[src/rtl/game_controller.sv]
`default_nettype none
// ============================================================================
// Module   : game_controller
// Function : Moore control FSM for the sequence-memory game. It conditions the
//            enter key and drives the datapath command strobes. The optional
//            RESULT auto-return is enabled by defining RESULT_TIMEOUT_EN.
// Revision : 1.0 - initial release
// ============================================================================
module game_controller #(
  parameter int RESULT_CYCLES = 250_000_000,
  parameter int CNT_W         = 28
) (
  input  logic clock_50,
  input  logic reset_n,
  input  logic enter,
  input  logic end_fpga,
  input  logic end_user,
  input  logic end_time,
  input  logic win,
  input  logic match,
  output logic r1,
  output logic r2,
  output logic e1,
  output logic e2,
  output logic e3,
  output logic e4,
  output logic sel
);

  typedef enum logic [2:0] {
    ST_INIT   = 3'd0,
    ST_SETUP  = 3'd1,
    ST_SEQ    = 3'd2,
    ST_PLAY   = 3'd3,
    ST_CHECK  = 3'd4,
    ST_NEXT   = 3'd5,
    ST_RESULT = 3'd6
  } state_t;

  state_t r_state;
  state_t w_next;

  logic r_sync1;
  logic r_sync2;
  logic r_sync3;
  logic r_enter_p;
  logic w_timeout;

  // Counter must be able to represent RESULT_CYCLES-1.
  if ((CNT_W < 1) || ((CNT_W < 31) && (RESULT_CYCLES > (1 << CNT_W)))) begin : g_cfg_invalid
    $error("game_controller: CNT_W too narrow for RESULT_CYCLES");
  end

  // Enter path: two-flop synchronizer, edge detect, registered pulse.
  always_ff @(posedge clock_50) begin
    if (!reset_n) begin
      r_sync1   <= 1'b0;
      r_sync2   <= 1'b0;
      r_sync3   <= 1'b0;
      r_enter_p <= 1'b0;
    end else begin
      r_sync1   <= enter;
      r_sync2   <= r_sync1;
      r_sync3   <= r_sync2;
      r_enter_p <= r_sync2 & ~r_sync3;
    end
  end

`ifdef RESULT_TIMEOUT_EN
  logic [CNT_W-1:0] r_cnt;

  // Held at zero outside RESULT, so it starts from zero on every entry.
  always_ff @(posedge clock_50) begin
    if (!reset_n) begin
      r_cnt <= '0;
    end else if (r_state == ST_RESULT) begin
      r_cnt <= r_cnt + 1'b1;
    end else begin
      r_cnt <= '0;
    end
  end

  assign w_timeout = (r_cnt == CNT_W'(RESULT_CYCLES - 1));
`else
  assign w_timeout = 1'b0;
`endif

  always_ff @(posedge clock_50) begin
    if (!reset_n) begin
      r_state <= ST_INIT;
    end else begin
      r_state <= w_next;
    end
  end

  always_comb begin
    w_next = r_state;
    r1     = 1'b0;
    r2     = 1'b0;
    e1     = 1'b0;
    e2     = 1'b0;
    e3     = 1'b0;
    e4     = 1'b0;
    sel    = 1'b0;
    case (r_state)
      ST_INIT: begin
        r1     = 1'b1;
        r2     = 1'b1;
        w_next = ST_SETUP;
      end
      ST_SETUP: begin
        e1 = 1'b1;
        if (r_enter_p) w_next = ST_SEQ;
      end
      ST_SEQ: begin
        e3 = 1'b1;
        if (end_fpga) w_next = ST_PLAY;
      end
      ST_PLAY: begin
        e2 = 1'b1;
        if (end_time)      w_next = ST_RESULT;
        else if (end_user) w_next = ST_CHECK;
      end
      ST_CHECK: begin
        if (match && !win) w_next = ST_NEXT;
        else               w_next = ST_RESULT;
      end
      ST_NEXT: begin
        e4     = 1'b1;
        r2     = 1'b1;
        w_next = ST_SEQ;
      end
      ST_RESULT: begin
        sel = 1'b1;
        if (r_enter_p || w_timeout) w_next = ST_INIT;
      end
      default: w_next = ST_INIT;
    endcase
  end

endmodule
`default_nettype wire

[config.mk]
export PLATFORM = sky130hd
export DESIGN_NAME = game_controller
export DESIGN_NICKNAME = d
export VERILOG_FILES = /design/src/rtl/game_controller.sv
export SDC_FILE = /design/constraint.sdc
export NUM_CORES = 1
export LEC_CHECK = 0
export CAP_MARGIN = 20
export CORE_MARGIN = 3
export CORE_UTILIZATION = 30
export DETAILED_ROUTE_END_ITERATION = 10
export GPL_ROUTABILITY_DRIVEN = 0
export MAX_ROUTING_LAYER = met4
export PLACE_DENSITY_LB_ADDON = 0.3
export SLEW_MARGIN = 20
export SYNTH_ARGS = -nofsm -noshare
export SYNTH_HDL_FRONTEND = slang
export SYNTH_SLANG_ARGS = --single-unit
[constraint.sdc]
create_clock -name clock_50 -period 1.45 [get_ports clock_50]
set_clock_uncertainty 0.05 [all_clocks]
set_input_delay 0.145 -clock clock_50 [delete_from_list [all_inputs] [get_ports clock_50]]
set_output_delay 0.145 -clock clock_50 [all_outputs]
set_load 0.02 [all_outputs]
==> results of run 1 <==
## registers in the layout, summed over array words and instances (netlist names)
| register | count |
|---|---|
| r_state | 3 |
| r_enter_p | 1 |
| r_sync1 | 1 |
| r_sync2 | 1 |
| r_sync3 | 1 |
## worst max path at each step
| stage | startpoint | end | slack, ns |
|---|---|---|---|
| 3_5_place_dp | r_state[0] | r2 | -0.10 |
| 4_1_cts | r_state[1] | e3 | 0.005 |
| 5_1_grt | r_state[0] | e1 | 0.02 |
| 6_report | r_state[2] | e2 | 0.08 |
| 3_3_place_gp | r_state[0] | r2 | -0.08 |
| 2_1_floorplan | r_state[0] | r2 | 0.15 |
## timing repair
action	in CTS	in global routing
endpoints found under the setup margin	7	6
endpoints found under the hold margin	0	0
gates resized for setup	19	6
## final cells by class
class	count	area share [%]
Clock buffer	4	4.23
Inverter	5	3.02
Sequential cell	7	23.5
Tap cell	14	2.82
Timing Repair Buffer	23	30.8
Multi-Input combinational cell	31	35.6
## cells by family after synthesis
| kind of cell | after synthesis | synth area share, % |
|---|---|---|
| AND/OR/NAND/NOR | 20 | 29.9 |
| buffers and inverters | 8 | 12.0 |
| AO/OA/AOI/OAI | 11 | 23.5 |
| flip-flops | 7 | 34.6 |
## Yosys cell counts
cell type,n,area share [%]
sky130_fd_sc_hd__dfxtp_1,7,35
sky130_fd_sc_hd__and2_1,3,4.6
sky130_fd_sc_hd__inv_2,3,2.8
sky130_fd_sc_hd__nand2_1,3,2.8
sky130_fd_sc_hd__nand3_1,3,3.7
sky130_fd_sc_hd__nor3_1,3,3.7
sky130_fd_sc_hd__buf_6,2,5.6
sky130_fd_sc_hd__inv_1,2,1.9
sky130_fd_sc_hd__nor2b_1,2,3.1
sky130_fd_sc_hd__o21ai_0,2,2.5
sky130_fd_sc_hd__o21ai_1,2,2.5
sky130_fd_sc_hd__a2111oi_4,1,6.8
sky130_fd_sc_hd__a21oi_1,1,1.2
sky130_fd_sc_hd__a41o_1,1,2.5
sky130_fd_sc_hd__a41oi_1,1,2.2
sky130_fd_sc_hd__and3b_1,1,2.2
sky130_fd_sc_hd__buf_4,1,1.9
sky130_fd_sc_hd__nand2b_1,1,1.5
sky130_fd_sc_hd__nand2b_4,1,3.4
sky130_fd_sc_hd__nor2_1,1,0.93
sky130_fd_sc_hd__nor3_2,1,2.5
sky130_fd_sc_hd__o2111ai_1,1,2.2
sky130_fd_sc_hd__o21a_1,1,1.9
sky130_fd_sc_hd__o31ai_1,1,1.9
sky130_fd_sc_hd__or2_1,1,1.5
## stage by stage
step | hold slack (ns) | power [mW] | setup TNS (ns)
finish | 0.330 | 1.15 | 0
global route | 0.352 | 1.24 | 0
CTS | 0.337 | 1.18 | 0
detailed placement | 0.330 | 1.02 | -0.277
global placement | 0.323 | 1.01 | -0.172
floorplan | 0.217 | 0.712 | 0
## metal layers
| layer | share of wire (%) | vias to the layer above |
|---|---|---|
| met5 | 0 | - |
| met4 | 1.6 | 0 |
| met3 | 9.4 | 2 |
| met2 | 48 | 16 |
| met1 | 41 | 187 |
| li1 | - | 206 |
## power by group through the flow
| stage | clock network, mW | logic, mW | registers [mW] |
|---|---|---|---|
| global placement | 0 | 0.728 | 0.286 |
| CTS | 0.190 | 0.700 | 0.289 |
| finish | 0.180 | 0.673 | 0.297 |
| detailed placement | 0 | 0.734 | 0.289 |
| floorplan | 0 | 0.464 | 0.248 |
| global route | 0.200 | 0.732 | 0.306 |
==> flow_summary.html, run 1 <==
<table>
<tr><th>Metric</th><th>Value</th></tr>
<tr><th colspan="2">GRT</th></tr>
<tr><td>GRT Max-Usage Layer</td><td>met2</td></tr>
<tr><td>Met3 global-route usage</td><td>5.08%</td></tr>
<tr><td>GR met2 Demand/Resource</td><td>19.2%</td></tr>
<tr><td>Via count of the first global-routing pass</td><td>377</td></tr>
<tr><td>GRT Resource Usage Total</td><td>12.1%</td></tr>
<tr><td>Pin count of the biggest net entering global routing</td><td>8</td></tr>
<tr><td>Remaining Overflow, GRT</td><td>0</td></tr>
<tr><td>Grt met1 use</td><td>12.9%</td></tr>
<tr><td>Wire length of the first global-routing pass</td><td>1.59 mm</td></tr>
<tr><td>Initial antenna violation count</td><td>0</td></tr>
<tr><th colspan="2">Hold path</th></tr>
<tr><td>Worst min-delay path category</td><td>reg -&gt; reg</td></tr>
<tr><td>Worst Hold End</td><td>r_enter_p</td></tr>
<tr><td>Worst hold path stage count</td><td>1</td></tr>
<tr><td>Startpoint of the worst hold path</td><td>r_sync3</td></tr>
<tr><th colspan="2">Layout</th></tr>
<tr><td>Non-filler cells, final</td><td>84</td></tr>
<tr><td>Fill cell total of the finished layout</td><td>131</td></tr>
<tr><td>Sequential Area</td><td>146 um2</td></tr>
<tr><td>N_diodes</td><td>0</td></tr>
<tr><td>Post-route core utilization</td><td>52.4%</td></tr>
<tr><td>Footprint of the multi-input gates</td><td>221 um2</td></tr>
<tr><td>Most common cell after layout, fill and taps aside</td><td>sky130_fd_sc_hd__buf_4</td></tr>
<tr><td>Relative area change from synthesis to final layout</td><td>53.4%</td></tr>
<tr><td>Area of all placed cells without fillers</td><td>622 um2</td></tr>
<tr><td>Highest-count cells in the layout ignoring fill and taps</td><td>sky130_fd_sc_hd__buf_4 (9), sky130_fd_sc_hd__clkdlybuf4s50_1 (7), sky130_fd_sc_hd__dfxtp_1 (4)</td></tr>
<tr><td>Layout cells sized above 1</td><td>37.1%</td></tr>
<tr><td>Net count, final</td><td>79</td></tr>
<tr><th colspan="2">CTS</th></tr>
<tr><td>Clock-pin slew on the worst setup and hold paths</td><td>0.06 ns</td></tr>
<tr><td>H-tree lvl count</td><td>1</td></tr>
<tr><td>Post-CTS repair timing setup buffer count</td><td>0</td></tr>
<tr><td>Clock tree from TritonCTS</td><td>done</td></tr>
<tr><td>Master cell of the clock root buffer</td><td>sky130_fd_sc_hd__clkbuf_4</td></tr>
<tr><td>Buffer levels on the longest clock path</td><td>2</td></tr>
<tr><td>CTS Hold Buffers Added</td><td>0</td></tr>
<tr><td>Number of buffers inserted during clock tree synthesis</td><td>3</td></tr>
<tr><td>Clock sink count</td><td>7</td></tr>
<tr><td>Worst skew pair latency</td><td>0.26 ns</td></tr>
<tr><th colspan="2">Worst setup path</th></tr>
<tr><td>Type of element capturing the critical path</td><td>primary output</td></tr>
<tr><td>Worst reg-to-reg path cell count</td><td>5</td></tr>
<tr><td>Worst setup path class</td><td>reg -&gt; out</td></tr>
<tr><td>Arrival time at the worst endpoint</td><td>1.18 ns</td></tr>
<tr><td>Ordered list of cells on the worst path</td><td>and3b_1, dlygate4sd2_1</td></tr>
<tr><td>Critical Path Source Type</td><td>register</td></tr>
<tr><td>Startpoint of the most critical register-to-register path</td><td>r_state[0]</td></tr>
<tr><td>Kind of cell adding the most delay to the critical path</td><td>flip-flops</td></tr>
<tr><td>CP max stage delay</td><td>0.35 ns</td></tr>
<tr><td>Worst reg-to-reg setup slack</td><td>0.25 ns</td></tr>
<tr><td>Number of cells on the critical path</td><td>2</td></tr>
<tr><td>Combined buffer and inverter count along the critical path</td><td>1</td></tr>
<tr><td>Maximum fanout along the worst path</td><td>6</td></tr>
<tr><td>Critical-path top delay cell</td><td>sky130_fd_sc_hd__dfxtp_2</td></tr>
<tr><td>Critical register-to-register path endpoint</td><td>r_state[0]</td></tr>
<tr><td>Required time at the worst-slack endpoint</td><td>1.25 ns</td></tr>
<tr><th colspan="2">Die</th></tr>
<tr><td># rows</td><td>12</td></tr>
<tr><td>IO Count</td><td>15</td></tr>
<tr><td>Std-Cell Core Area</td><td>1190 um2</td></tr>
<tr><td>Die Outline Area</td><td>1830 um2</td></tr>
<tr><td>Die Span Y</td><td>42.8 um</td></tr>
<tr><td>Initial cell density of the core</td><td>34.2%</td></tr>
<tr><td>X dimension of the die</td><td>42.8 um</td></tr>
<tr><th colspan="2">Timing</th></tr>
<tr><td>Ratio of final minimum period to clock period</td><td>94.7%</td></tr>
<tr><td>Final-report max-slew violation count</td><td>0</td></tr>
<tr><td>Setup-failing EPs final</td><td>0</td></tr>
<tr><td>Slew margin rel.</td><td>83.6%</td></tr>
<tr><td>Final hold violation count</td><td>0</td></tr>
<tr><td>Post-layout min period</td><td>1.37 ns</td></tr>
<tr><td>RSZ-0062 raised after global routing</td><td>no</td></tr>
<tr><td>Worst-Margin Slew</td><td>0.246 ns</td></tr>
<tr><td>Worst setup slack after layout</td><td>0.0773 ns</td></tr>
<tr><td>Peak clock frequency supported by timing</td><td>729 MHz</td></tr>
<tr><th colspan="2">Place</th></tr>
<tr><td>Inst Count DP</td><td>80</td></tr>
<tr><td>HPWL Detailed</td><td>750 um</td></tr>
<tr><td>Post-placement setup slack</td><td>-0.102 ns</td></tr>
<tr><td>Placement Cell Area</td><td>606 um2</td></tr>
<tr><td>Port Buffer Count</td><td>14</td></tr>
<tr><th colspan="2">Synthesis</th></tr>
<tr><td>Area of the mapped netlist</td><td>405 um2</td></tr>
<tr><td>Warnings from Yosys</td><td>0</td></tr>
<tr><td>Synthesized netlist cell count</td><td>46</td></tr>
<tr><td>Synthesis-stage register bit count</td><td>7</td></tr>
<tr><td>Proportion of synthesized chip area in sequential cells</td><td>34.6%</td></tr>
<tr><td>Number of library cell types mapped by synthesis</td><td>25</td></tr>
<tr><td>Post-Syn Nets</td><td>54</td></tr>
<tr><td>Avg Cell Area, Syn</td><td>8.81 um2</td></tr>
<tr><th colspan="2">Pwr</th></tr>
<tr><td>Leak pwr</td><td>0.259 nW</td></tr>
<tr><td>Flop pwr share</td><td>25.8%</td></tr>
<tr><td>Power dissipated by switching net loads</td><td>0.472 mW</td></tr>
<tr><td>Power share of the clock group</td><td>15.7%</td></tr>
<tr><td>Pwr/cell area</td><td>1850 nW/um2</td></tr>
<tr><td>Internal power</td><td>0.678 mW</td></tr>
<tr><td>Maximum ir drop on the vdd rail</td><td>0.00111 V</td></tr>
<tr><td>Logic pwr share</td><td>58.5%</td></tr>
<tr><td>Switch share</td><td>41.0%</td></tr>
<tr><th colspan="2">Run</th></tr>
<tr><td>Max Cap Violations</td><td>0</td></tr>
<tr><th colspan="2">Drt</th></tr>
<tr><td>Drc violations</td><td>0</td></tr>
<tr><td>Avg WL per Cell</td><td>11.0 um</td></tr>
<tr><td>Detailed-router iteration count before antenna repair</td><td>5</td></tr>
<tr><td>Via Count</td><td>411</td></tr>
<tr><td>1st-iter DRT viols</td><td>4</td></tr>
<tr><td>Total detailed-routing wirelength</td><td>922 um</td></tr>
<tr><td>Antenna-violating nets left</td><td>0</td></tr>
<tr><td>Vias per std cell</td><td>4.89</td></tr>
<tr><th colspan="2">Status</th></tr>
<tr><td>Run status</td><td>completed</td></tr>
</table>
Note: power is estimated with default switching activity, not from simulation.
==> inputs of run 2 (changes only) <==
DONT_BUFFER_PORTS = 1   (was default)
==> run 2 against run 1 <==
  * Sequential power up 5%
  * Sequential share of layout area is 5.2 points higher
  * Via count is 16% lower
  * Largest cell class unchanged
  * Largest power group unchanged
  * Routed wire length is 14% lower
  * Setup slack better by 0.0031 ns
  * Register-to-register slack better by 0.13 ns
  * Core utilization fell by 9.9 points
  * Cell area decreased by 19%
  * Critical path depth up 1
==> flow_summary.html, run 2 (same netlist as run 1, synthesis figures left out) <==
<table>
<tr><th>Metric</th><th>Value</th></tr>
<tr><th colspan="2">Status</th></tr>
<tr><td>Run status</td><td>completed (unchanged)</td></tr>
<tr><th colspan="2">Layout</th></tr>
<tr><td>Fill cell total of the finished layout</td><td>122 (was 131)</td></tr>
<tr><td>Net count, final</td><td>65 (was 79)</td></tr>
<tr><td>N_diodes</td><td>0 (unchanged)</td></tr>
<tr><td>Non-filler cells, final</td><td>70 (was 84)</td></tr>
<tr><td>Relative area change from synthesis to final layout</td><td>24.4% (was 53.4%)</td></tr>
<tr><td>Flip-flop count of the largest register, all copies and words added</td><td>3 (unchanged)</td></tr>
<tr><td>Layout cells sized above 1</td><td>32.1% (was 37.1%)</td></tr>
<tr><td>Most flop-heavy register</td><td>r_state (unchanged)</td></tr>
<tr><td>Most common cell after layout, fill and taps aside</td><td>sky130_fd_sc_hd__buf_4 (unchanged)</td></tr>
<tr><td>Highest-count cells in the layout ignoring fill and taps</td><td>sky130_fd_sc_hd__buf_4 (6), sky130_fd_sc_hd__dfxtp_1 (5) (was sky130_fd_sc_hd__buf_4 (9), sky130_fd_sc_hd__clkdlybuf4s50_1 (7), sky130_fd_sc_hd__dfxtp_1 (4))</td></tr>
<tr><td>Post-route core utilization</td><td>42.5% (was 52.4%)</td></tr>
<tr><th colspan="2">CTS</th></tr>
<tr><td>Worst skew pair latency</td><td>0.24 ns (was 0.26 ns)</td></tr>
<tr><td>Master cell of the clock root buffer</td><td>sky130_fd_sc_hd__clkbuf_4 (unchanged)</td></tr>
<tr><td>Number of buffers inserted during clock tree synthesis</td><td>3 (unchanged)</td></tr>
<tr><td>Clock-pin slew on the worst setup and hold paths</td><td>0.05 ns (was 0.06 ns)</td></tr>
<tr><td>Clock sink count</td><td>7 (unchanged)</td></tr>
<tr><td>H-tree lvl count</td><td>1 (unchanged)</td></tr>
<tr><td>Clock tree from TritonCTS</td><td>done (unchanged)</td></tr>
<tr><td>Post-CTS repair timing setup buffer count</td><td>0 (unchanged)</td></tr>
<tr><td>Buffer levels on the longest clock path</td><td>2 (unchanged)</td></tr>
<tr><th colspan="2">Drt</th></tr>
<tr><td>Drc violations</td><td>0 (unchanged)</td></tr>
<tr><td>Via Count</td><td>344 (was 411)</td></tr>
<tr><td>1st-iter DRT viols</td><td>0 (was 4)</td></tr>
<tr><td>Detailed-router iteration count before antenna repair</td><td>1 (was 5)</td></tr>
<tr><td>Vias per std cell</td><td>4.91 (was 4.89)</td></tr>
<tr><td>Antenna-violating nets left</td><td>0 (unchanged)</td></tr>
<tr><td>Avg WL per Cell</td><td>11.4 um (was 11.0 um)</td></tr>
<tr><td>Total detailed-routing wirelength</td><td>796 um (was 922 um)</td></tr>
<tr><th colspan="2">GRT</th></tr>
<tr><td>Wire length of the first global-routing pass</td><td>1.36 mm (was 1.59 mm)</td></tr>
<tr><td>Via count of the first global-routing pass</td><td>319 (was 377)</td></tr>
<tr><td>GRT Max-Usage Layer</td><td>met2 (unchanged)</td></tr>
<tr><td>Met3 global-route usage</td><td>2.97% (was 5.08%)</td></tr>
<tr><td>GRT Resource Usage Total</td><td>10.2% (was 12.1%)</td></tr>
<tr><td>Grt met1 use</td><td>12.6% (was 12.9%)</td></tr>
<tr><td>Initial antenna violation count</td><td>0 (unchanged)</td></tr>
<tr><td>Pin count of the biggest net entering global routing</td><td>12 (was 8)</td></tr>
<tr><td>GR met2 Demand/Resource</td><td>13.8% (was 19.2%)</td></tr>
<tr><td>Remaining Overflow, GRT</td><td>0 (unchanged)</td></tr>
<tr><th colspan="2">Worst setup path</th></tr>
<tr><td>Combined buffer and inverter count along the critical path</td><td>1 (unchanged)</td></tr>
<tr><td>CP max stage delay</td><td>0.34 ns (was 0.35 ns)</td></tr>
<tr><td>Kind of cell adding the most delay to the critical path</td><td>simple AND/OR/NAND/NOR gates (was flip-flops)</td></tr>
<tr><td>Arrival time at the worst endpoint</td><td>1.17 ns (was 1.18 ns)</td></tr>
<tr><td>Critical Path Source Type</td><td>register (unchanged)</td></tr>
<tr><td>Required time at the worst-slack endpoint</td><td>1.25 ns (about the same)</td></tr>
<tr><td>Critical-path top delay cell</td><td>sky130_fd_sc_hd__dfxtp_1 (was sky130_fd_sc_hd__dfxtp_2)</td></tr>
<tr><td>Ordered list of cells on the worst path</td><td>buf_4, nor3_2, or2_1 (was and3b_1, dlygate4sd2_1)</td></tr>
<tr><td>Worst setup path class</td><td>reg -&gt; out (unchanged)</td></tr>
<tr><td>Type of element capturing the critical path</td><td>primary output (unchanged)</td></tr>
<tr><td>Maximum fanout along the worst path</td><td>7 (was 6)</td></tr>
<tr><th colspan="2">Die</th></tr>
<tr><td># rows</td><td>12 (unchanged)</td></tr>
<tr><td>Die Span Y</td><td>42.8 um (unchanged)</td></tr>
<tr><td>Initial cell density of the core</td><td>34.2% (unchanged)</td></tr>
<tr><td>Die Outline Area</td><td>1830 um2 (unchanged)</td></tr>
<tr><td>Std-Cell Core Area</td><td>1190 um2 (unchanged)</td></tr>
<tr><td>IO Count</td><td>15 (unchanged)</td></tr>
<tr><td>X dimension of the die</td><td>42.8 um (unchanged)</td></tr>
<tr><th colspan="2">Pwr</th></tr>
<tr><td>Internal power</td><td>0.546 mW (was 0.678 mW)</td></tr>
<tr><td>Leak pwr</td><td>0.197 nW (was 0.259 nW)</td></tr>
<tr><td>Switch share</td><td>43.4% (was 41.0%)</td></tr>
<tr><td>Logic pwr share</td><td>50.0% (was 58.5%)</td></tr>
<tr><td>Post-layout power</td><td>0.965 mW (was 1.15 mW)</td></tr>
<tr><td>Flop pwr share</td><td>32.4% (was 25.8%)</td></tr>
<tr><td>Maximum ir drop on the vdd rail</td><td>0.000672 V (was 0.00111 V)</td></tr>
<tr><td>Power share of the clock group</td><td>17.6% (was 15.7%)</td></tr>
<tr><td>Power dissipated by switching net loads</td><td>0.419 mW (was 0.472 mW)</td></tr>
<tr><td>Pwr/cell area</td><td>1910 nW/um2 (was 1850 nW/um2)</td></tr>
<tr><th colspan="2">Run</th></tr>
<tr><td>Max Cap Violations</td><td>0 (unchanged)</td></tr>
<tr><th colspan="2">Timing</th></tr>
<tr><td>Setup-failing EPs final</td><td>0 (unchanged)</td></tr>
<tr><td>Final-report max-slew violation count</td><td>0 (unchanged)</td></tr>
<tr><td>Peak clock frequency supported by timing</td><td>730 MHz (was 729 MHz)</td></tr>
<tr><td>Final hold violation count</td><td>0 (unchanged)</td></tr>
<tr><td>Slew margin rel.</td><td>74.2% (was 83.6%)</td></tr>
<tr><td>Final Hold Slack</td><td>0.0280 ns (was 0.330 ns)</td></tr>
<tr><td>Worst-Margin Slew</td><td>0.385 ns (was 0.246 ns)</td></tr>
<tr><td>Post-layout min period</td><td>1.37 ns (about the same)</td></tr>
<tr><td>RSZ-0062 raised after global routing</td><td>no (unchanged)</td></tr>
<tr><td>Ratio of final minimum period to clock period</td><td>94.5% (was 94.7%)</td></tr>
<tr><td>Total Negative Setup Slacks</td><td>0 ns (unchanged)</td></tr>
<tr><th colspan="2">Place</th></tr>
<tr><td>HPWL Detailed</td><td>600 um (was 750 um)</td></tr>
<tr><td>Port Buffer Count</td><td>0 (was 14)</td></tr>
<tr><td>Inst Count DP</td><td>63 (was 80)</td></tr>
<tr><th colspan="2">Hold path</th></tr>
<tr><td>Worst min-delay path category</td><td>in -&gt; reg (was reg -&gt; reg)</td></tr>
</table>
==> run 2: cell types whose count changed in the layout (fill, tap and decap cells not counted), sizes merged <==
cell | previous run | this run
dlygate4sd2 | 2 | 0
dlygate4sd3 | 0 | 3
buf | 12 | 6
clkdlybuf4s50 | 7 | 0
clkdlybuf4s15 | 2 | 0
==> run 2: area by class of cell <==
cell class                      instances  area (um2)  area share, %
Sequential cell                         7         145           28.8
Clock buffer                            4        26.3           5.21
Inverter                                5        18.8           3.72
Multi-Input combinational cell         31         221           43.9
Timing Repair Buffer                    9        75.1           14.9
Tap cell                               14        17.5           3.47
==> run 2: what timing repair did <==
item / 4_1_cts / 5_1_grt
endpoints found under the setup margin: 3 / 2
resized for setup: 2 / 1
endpoints found under the hold margin: 5 / 0
gates cloned: 0 / 0
hold buffers: 3 / 0
==> run 2: worst register-to-register path, delay by kind of cell (launching register included) <==
family	cells	cell delay [ns]
buffers and inverters	1	0.18
AO/OA/AOI/OAI	3	0.31
flip-flops	1	0.40
==> run 2: worst paths after layout <==
| kind | slack [ns] | startpoint | cells past startpoint | end |
|---|---|---|---|---|
| worst max register to register | 0.38 | r_state[0] | 4 | r_state[1] |
| worst min-delay path | 0.03 | end_user | 2 | r_state[2] |
| worst max-delay path | 0.08 | r_state[0] | 3 | r2 |
| worst min register to register | 0.33 | r_sync3 | 1 | r_enter_p |
==> run 2: routing by layer <==
metal | routed length (um) | share of wire (%)
met1 | 361 | 45
met2 | 368 | 46
met3 | 59 | 7.4
met4 | 6 | 0.75
met5 | 0 | 0
==> run 2: per-stage QoR <==
step                      setup WS, ns  instance area, um2
final                           0.0805                 504
after global routing           0.00264                 504
after CTS                       0.0528                 502
after detailed placement         0.198                 443
after global placement           0.210                 443
after floorplan                  0.147                 410
==> run 2: power by group through the flow <==
stage | logic, mW | clock network, mW | registers (mW)
6_report | 0.482 | 0.170 | 0.313
3_3_place_gp | 0.480 | 0 | 0.306
3_5_place_dp | 0.482 | 0 | 0.307
4_1_cts | 0.490 | 0.182 | 0.307
5_1_grt | 0.531 | 0.186 | 0.324
2_1_floorplan | 0.464 | 0 | 0.248
==> RTL change 1: new RTL, flow settings as in run 1 <==
The option `RESULT_TIMEOUT_EN` is turned on by a define.
--- a/src/rtl/game_controller.sv
+++ b/src/rtl/game_controller.sv
@@ -8,2 +8,4 @@
 // ============================================================================
+`define RESULT_TIMEOUT_EN
+
 module game_controller #(
Behaviour: same outputs for any inputs over 10 cycles, from zero or initial values and one cycle with reset_n low; that may be too few to reach the edited logic, so the function may still have changed.
==> RTL change 1 against run 1 <==
The run now ends with negative setup slack left; cell area rose to 4.5 times the old value; worst setup slack worse by 180 ps; first-iteration DRC count rose to 18 times the old value; total power up 150%; routed wire length increased to 5.0 times the old value; via count grew to 4.0 times the old value; synthesized area increased to 4.1 times the old value; sequential cell count is 28 higher.
==> RTL change 1: results <==
group,metric,value,unit
sta,worst_pin_slew,283,ps
global_route,antenna_found_initial,0,
route,wl_met3,103,um
critical_path,cp_slowest_cell,"or4_4",
sta,setup_viol,14,
route,drt-met1-wl,2.06,mm
critical_path,r2r_end,"r_state[2]$_SDFFE_PN0P_",
power,vdd_drop_max,0.000665,V
synth,yosysUniqueCellTypes,38,
clock_network,cts_buffers,5,
route,totalWireLength,4.57,mm
critical_path,crit_arrival,1670,ps
clock_network,htree_levels,2,
critical_path,r2r_start,"r_cnt[1]$_SDFF_PN0_",
final_layout,drive_gt1_frac,0.520,
synth,synth_common_cells,"dfxtp_1, nor2_1, a21oi_1, o21ai_0, nand3_1",
power,p_leak,1.09,nW
critical_path,max_stage_delay,430,ps
sta,setup_tns,-906,ps
clock_network,clk_latency,290,ps
global_route,met1_usage,0.178,
synth,yosys.area_share.xor_xnor,0.0629,
route,drtIter0Drc,70,
global_route,grt_max_degree,21,
global_route,grtUsageMet3,0.0348,
synth,synth_compound_area_frac,0.134,
global_route,track_usage,0.150,
critical_path,path_delay_family,"simple AND/OR/NAND/NOR gates",
critical_path,endpoint,"r_state[2]$_SDFFE_PN0P_",
clock_network,path_clk_slew,80,ps
synth,yosys.area_share.adder,0.00749,
clock_network,cts-root-buf,"clkbuf_8",
synth,ys_seq_area_frac,0.419,
global_route,grtUsageMet2,0.252,
synth,synthMuxAreaShare,0.0120,
place,hpwl,2.92,mm
critical_path,worstPathMaxFanout,3,
final_layout,finalNetCount,279,
route,viasPerCell,4.87,
global_route,grt_pass1_vias,1658,
synth,ys_top_cells_by_area,"dfxtp_1, a21oi_1, o21ai_0, xor2_1, nor2_1",
synth,syn_nets,203,
power,switchingPower,0.000787,W
critical_path,startpoint_type,"flop",
final_layout,fillCellCount,449,
final_layout,reg_top3,"r_cnt (28), r_state (3)",
global_route,grt_first_pass_wirelength,7.42,mm
status,violations,"negative setup slack",
route,wl_met2,2.36,mm
route,dr.pass1.iters,4,
status,status,"finished, violations left",
sta,worst_slack,-101,ps
sta,fin_crit_sh,1.07,
RTL change 1: cells by family after synthesis:
group	after synthesis
AO/OA/AOI/OAI	39
adder cells (fa/ha/maj)	1
flip-flops	35
XOR/XNOR	12
buffers and inverters	15
multiplexers	2
AND/OR/NAND/NOR	90
RTL change 1: cell type report:
| cell class | instances | area, um^2 | share of cell area |
|---|---|---|---|
| timing repair buffer | 77 | 664 | 0.239 |
| inverter | 6 | 22.5 | 0.00809 |
| sequential | 35 | 738 | 0.265 |
| tap | 70 | 87.6 | 0.0315 |
| clock inverter | 3 | 67.6 | 0.0243 |
| clock buffer | 5 | 68.8 | 0.0247 |
| multi-input combinational | 145 | 1130 | 0.407 |
RTL change 1: worst register-to-register path, stage by stage, from the launching register on:
cell	delay, ps
dfxtp_2	360
ha_4	150
nand3_2	80
or4_4	430
o311ai_4	240
a31oi_1	120
RTL change 1: power by group through the flow:
stage	Combinational, W	Clock (W)	Sequential (W)
2_1_floorplan	0.000374	0	0.00104
3_3_place_gp	0.000687	0	0.00106
3_5_place_dp	0.000680	0	0.00106
4_1_cts	0.000684	0.00108	0.00104
5_1_grt	0.000827	0.00112	0.00106
6_report	0.000764	0.00106	0.00105
RTL change 1: timing repair:
item,in CTS,in global routing
endpoints found under the setup margin,23,31
gates cloned,1,1
resized for setup,51,41
buffers inserted,6,3
pin swaps,15,7
hold buffers,0,0
RTL change 1: through the flow:
step	power, W	hold slack (ps)	setup slack (ps)	instance area (um^2)	cells
5_1_grt	0.00301	352	-172	2780	341
6_report	0.00287	344	-101	2780	341
3_3_place_gp	0.00175	322	-154	2320	322
4_1_cts	0.00280	348	-116	2570	337
3_5_place_dp	0.00174	337	-170	2320	322
2_1_floorplan	0.00141	217	-78.3	1750	194
==> RTL change 2: new RTL, settings of run 1 <==
Without the edit above. Register the output `r1`, cleared by the reset; this adds one clock of latency there. The other outputs are not delayed to match.
--- a/src/rtl/game_controller.sv
+++ b/src/rtl/game_controller.sv
@@ -38,2 +38,4 @@
   } state_t;
+
+  logic r1_d;
 
@@ -97,3 +99,3 @@
     w_next = r_state;
-    r1     = 1'b0;
+    r1_d   = 1'b0;
     r2     = 1'b0;
@@ -106,3 +108,3 @@
       ST_INIT: begin
-        r1     = 1'b1;
+        r1_d   = 1'b1;
         r2     = 1'b1;
@@ -140,2 +142,10 @@
 
+  always_ff @(posedge clock_50) begin
+    if (!reset_n) begin
+      r1 <= '0;
+    end else begin
+      r1 <= r1_d;
+    end
+  end
+
 endmodule
Behaviour: not the same (a bounded check fails within 4 cycles, from zero or initial values and one cycle with reset_n low).
==> RTL change 2 against run 1 <==
Sequential cell count grew 1; worst setup slack better by 8.4 ps; cell area down 4.0%; die area is 0.26% higher; total power fell by 7.5%; register-to-register slack got worse by 160 ps; routed wire length down 14%; synthesized area grew 0.31%; largest power group unchanged; highest routed layer unchanged.
==> RTL change 2: results <==
group,metric,value,unit
status,status,"finished, final reports clean",
final_layout,fillCellCount,122,
global_route,met1_usage,0.117,
global_route,grtUsageMet2,0.126,
route,drtIter0Drc,8,
global_route,track_usage,0.0978,
place,place_area,593,um^2
synth,ys_seq_area_frac,0.394,
critical_path,cp_slowest_cell,"clkdlybuf4s50_1",
power,vdd_drop_max,0.000669,V
final_layout,finalNetCount,78,
global_route,grtUsageMet3,0.0424,
route,dr.pass1.iters,2,
global_route,grt_pass1_vias,311,
sta,slew_headroom,0.838,
critical_path,reg2reg_depth,6,
global_route,grt_first_pass_wirelength,1.26,mm
critical_path,endpoint,"r1",
synth,yosysUniqueCellTypes,24,
route,avgRoutedWirePerCell,9.68,um
synth,syn_nets,55,
power,p_leak,0.268,nW
global_route,grt_max_degree,10,
place,post-place-ws,-49.7,ps
critical_path,max_stage_delay,600,ps
final_layout,drive_gt1_frac,0.265,
critical_path,worstPathMaxFanout,1,
place,hpwl,600,um
critical_path,setup.worst_path.start,"r1$_SDFF_PN0_",
route,via_count,374,
critical_path,path_delay_family,"buffers and inverters",
## RTL change 2: changes by cell type after synthesis, moves of 3 or more
| cell | change |
|---|---|
| inv_2 | -3 |
| nand3_1 | -3 |
| nor3_1 | -3 |
| nor2_1 | +5 |
## RTL change 2: routing by layer
layer | routed length [um] | share of wire
met1 | 397 | 0.50
met2 | 319 | 0.40
met3 | 69 | 0.087
met4 | 8 | 0.010
met5 | 0 | 0
## RTL change 2: power breakdown
part           internal, W  total, W  switching (W)
Clock            0.0000946  0.000169      0.0000740
Combinational     0.000285  0.000601       0.000316
Sequential        0.000266  0.000295      0.0000291
## RTL change 2: through the flow
stage,cells,power [W],hold slack (ps)
after CTS,82,0.00109,329
after global routing,82,0.00115,348
after global placement,79,0.000952,323
after detailed placement,79,0.000944,323
after floorplan,47,0.000688,217
final,82,0.00106,329
## RTL change 2: timing repair
action,4_1_cts,5_1_grt
pin swaps,0,1
resized for setup,10,8
endpoints found under the setup margin,6,7
endpoints found under the hold margin,0,0
## RTL change 2: cell type report
cell class,instances,area (um^2),area share
timing repair buffer,20,159,0.266
inverter,4,15.0,0.0252
tap,14,17.5,0.0294
sequential,8,160,0.268
clock buffer,3,22.5,0.0377
multi-input combinational,33,223,0.373
## RTL change 2: kinds of logic (layout without fill, tap and decap cells)
logic type | count (synthesis) | in the layout | synth area share
compound gates | 10 | 10 | 0.209
buf+inv | 6 | 27 | 0.0769
flops | 8 | 8 | 0.394
mux | 2 | 2 | 0.0492
simple gates | 21 | 21 | 0.271
## RTL change 2: worst min-delay path by stage
stage | to | startpoint | depth (start not counted) | slack (ps)
after detailed placement | r_enter_p$_SDFF_PN0_ | r_sync3$_SDFF_PN0_ | 1 | 320
after global placement | r_enter_p$_SDFF_PN0_ | r_sync3$_SDFF_PN0_ | 1 | 320
after global routing | r_enter_p$_SDFF_PN0_ | r_sync3$_SDFF_PN0_ | 1 | 350
after CTS | r_enter_p$_SDFF_PN0_ | r_sync3$_SDFF_PN0_ | 1 | 330
after floorplan | r_sync1$_SDFF_PN0_ | reset_n | 1 | 220
final | r_enter_p$_SDFF_PN0_ | r_sync3$_SDFF_PN0_ | 1 | 330
## RTL change 2: worst reg2reg max path, stage by stage, from the launching register on
cell,delay [ps]
dfxtp_1,320
buf_4,150
buf_4,160
nand2b_4,70
o22ai_2,70
a32oi_2,250
mux2i_1,220
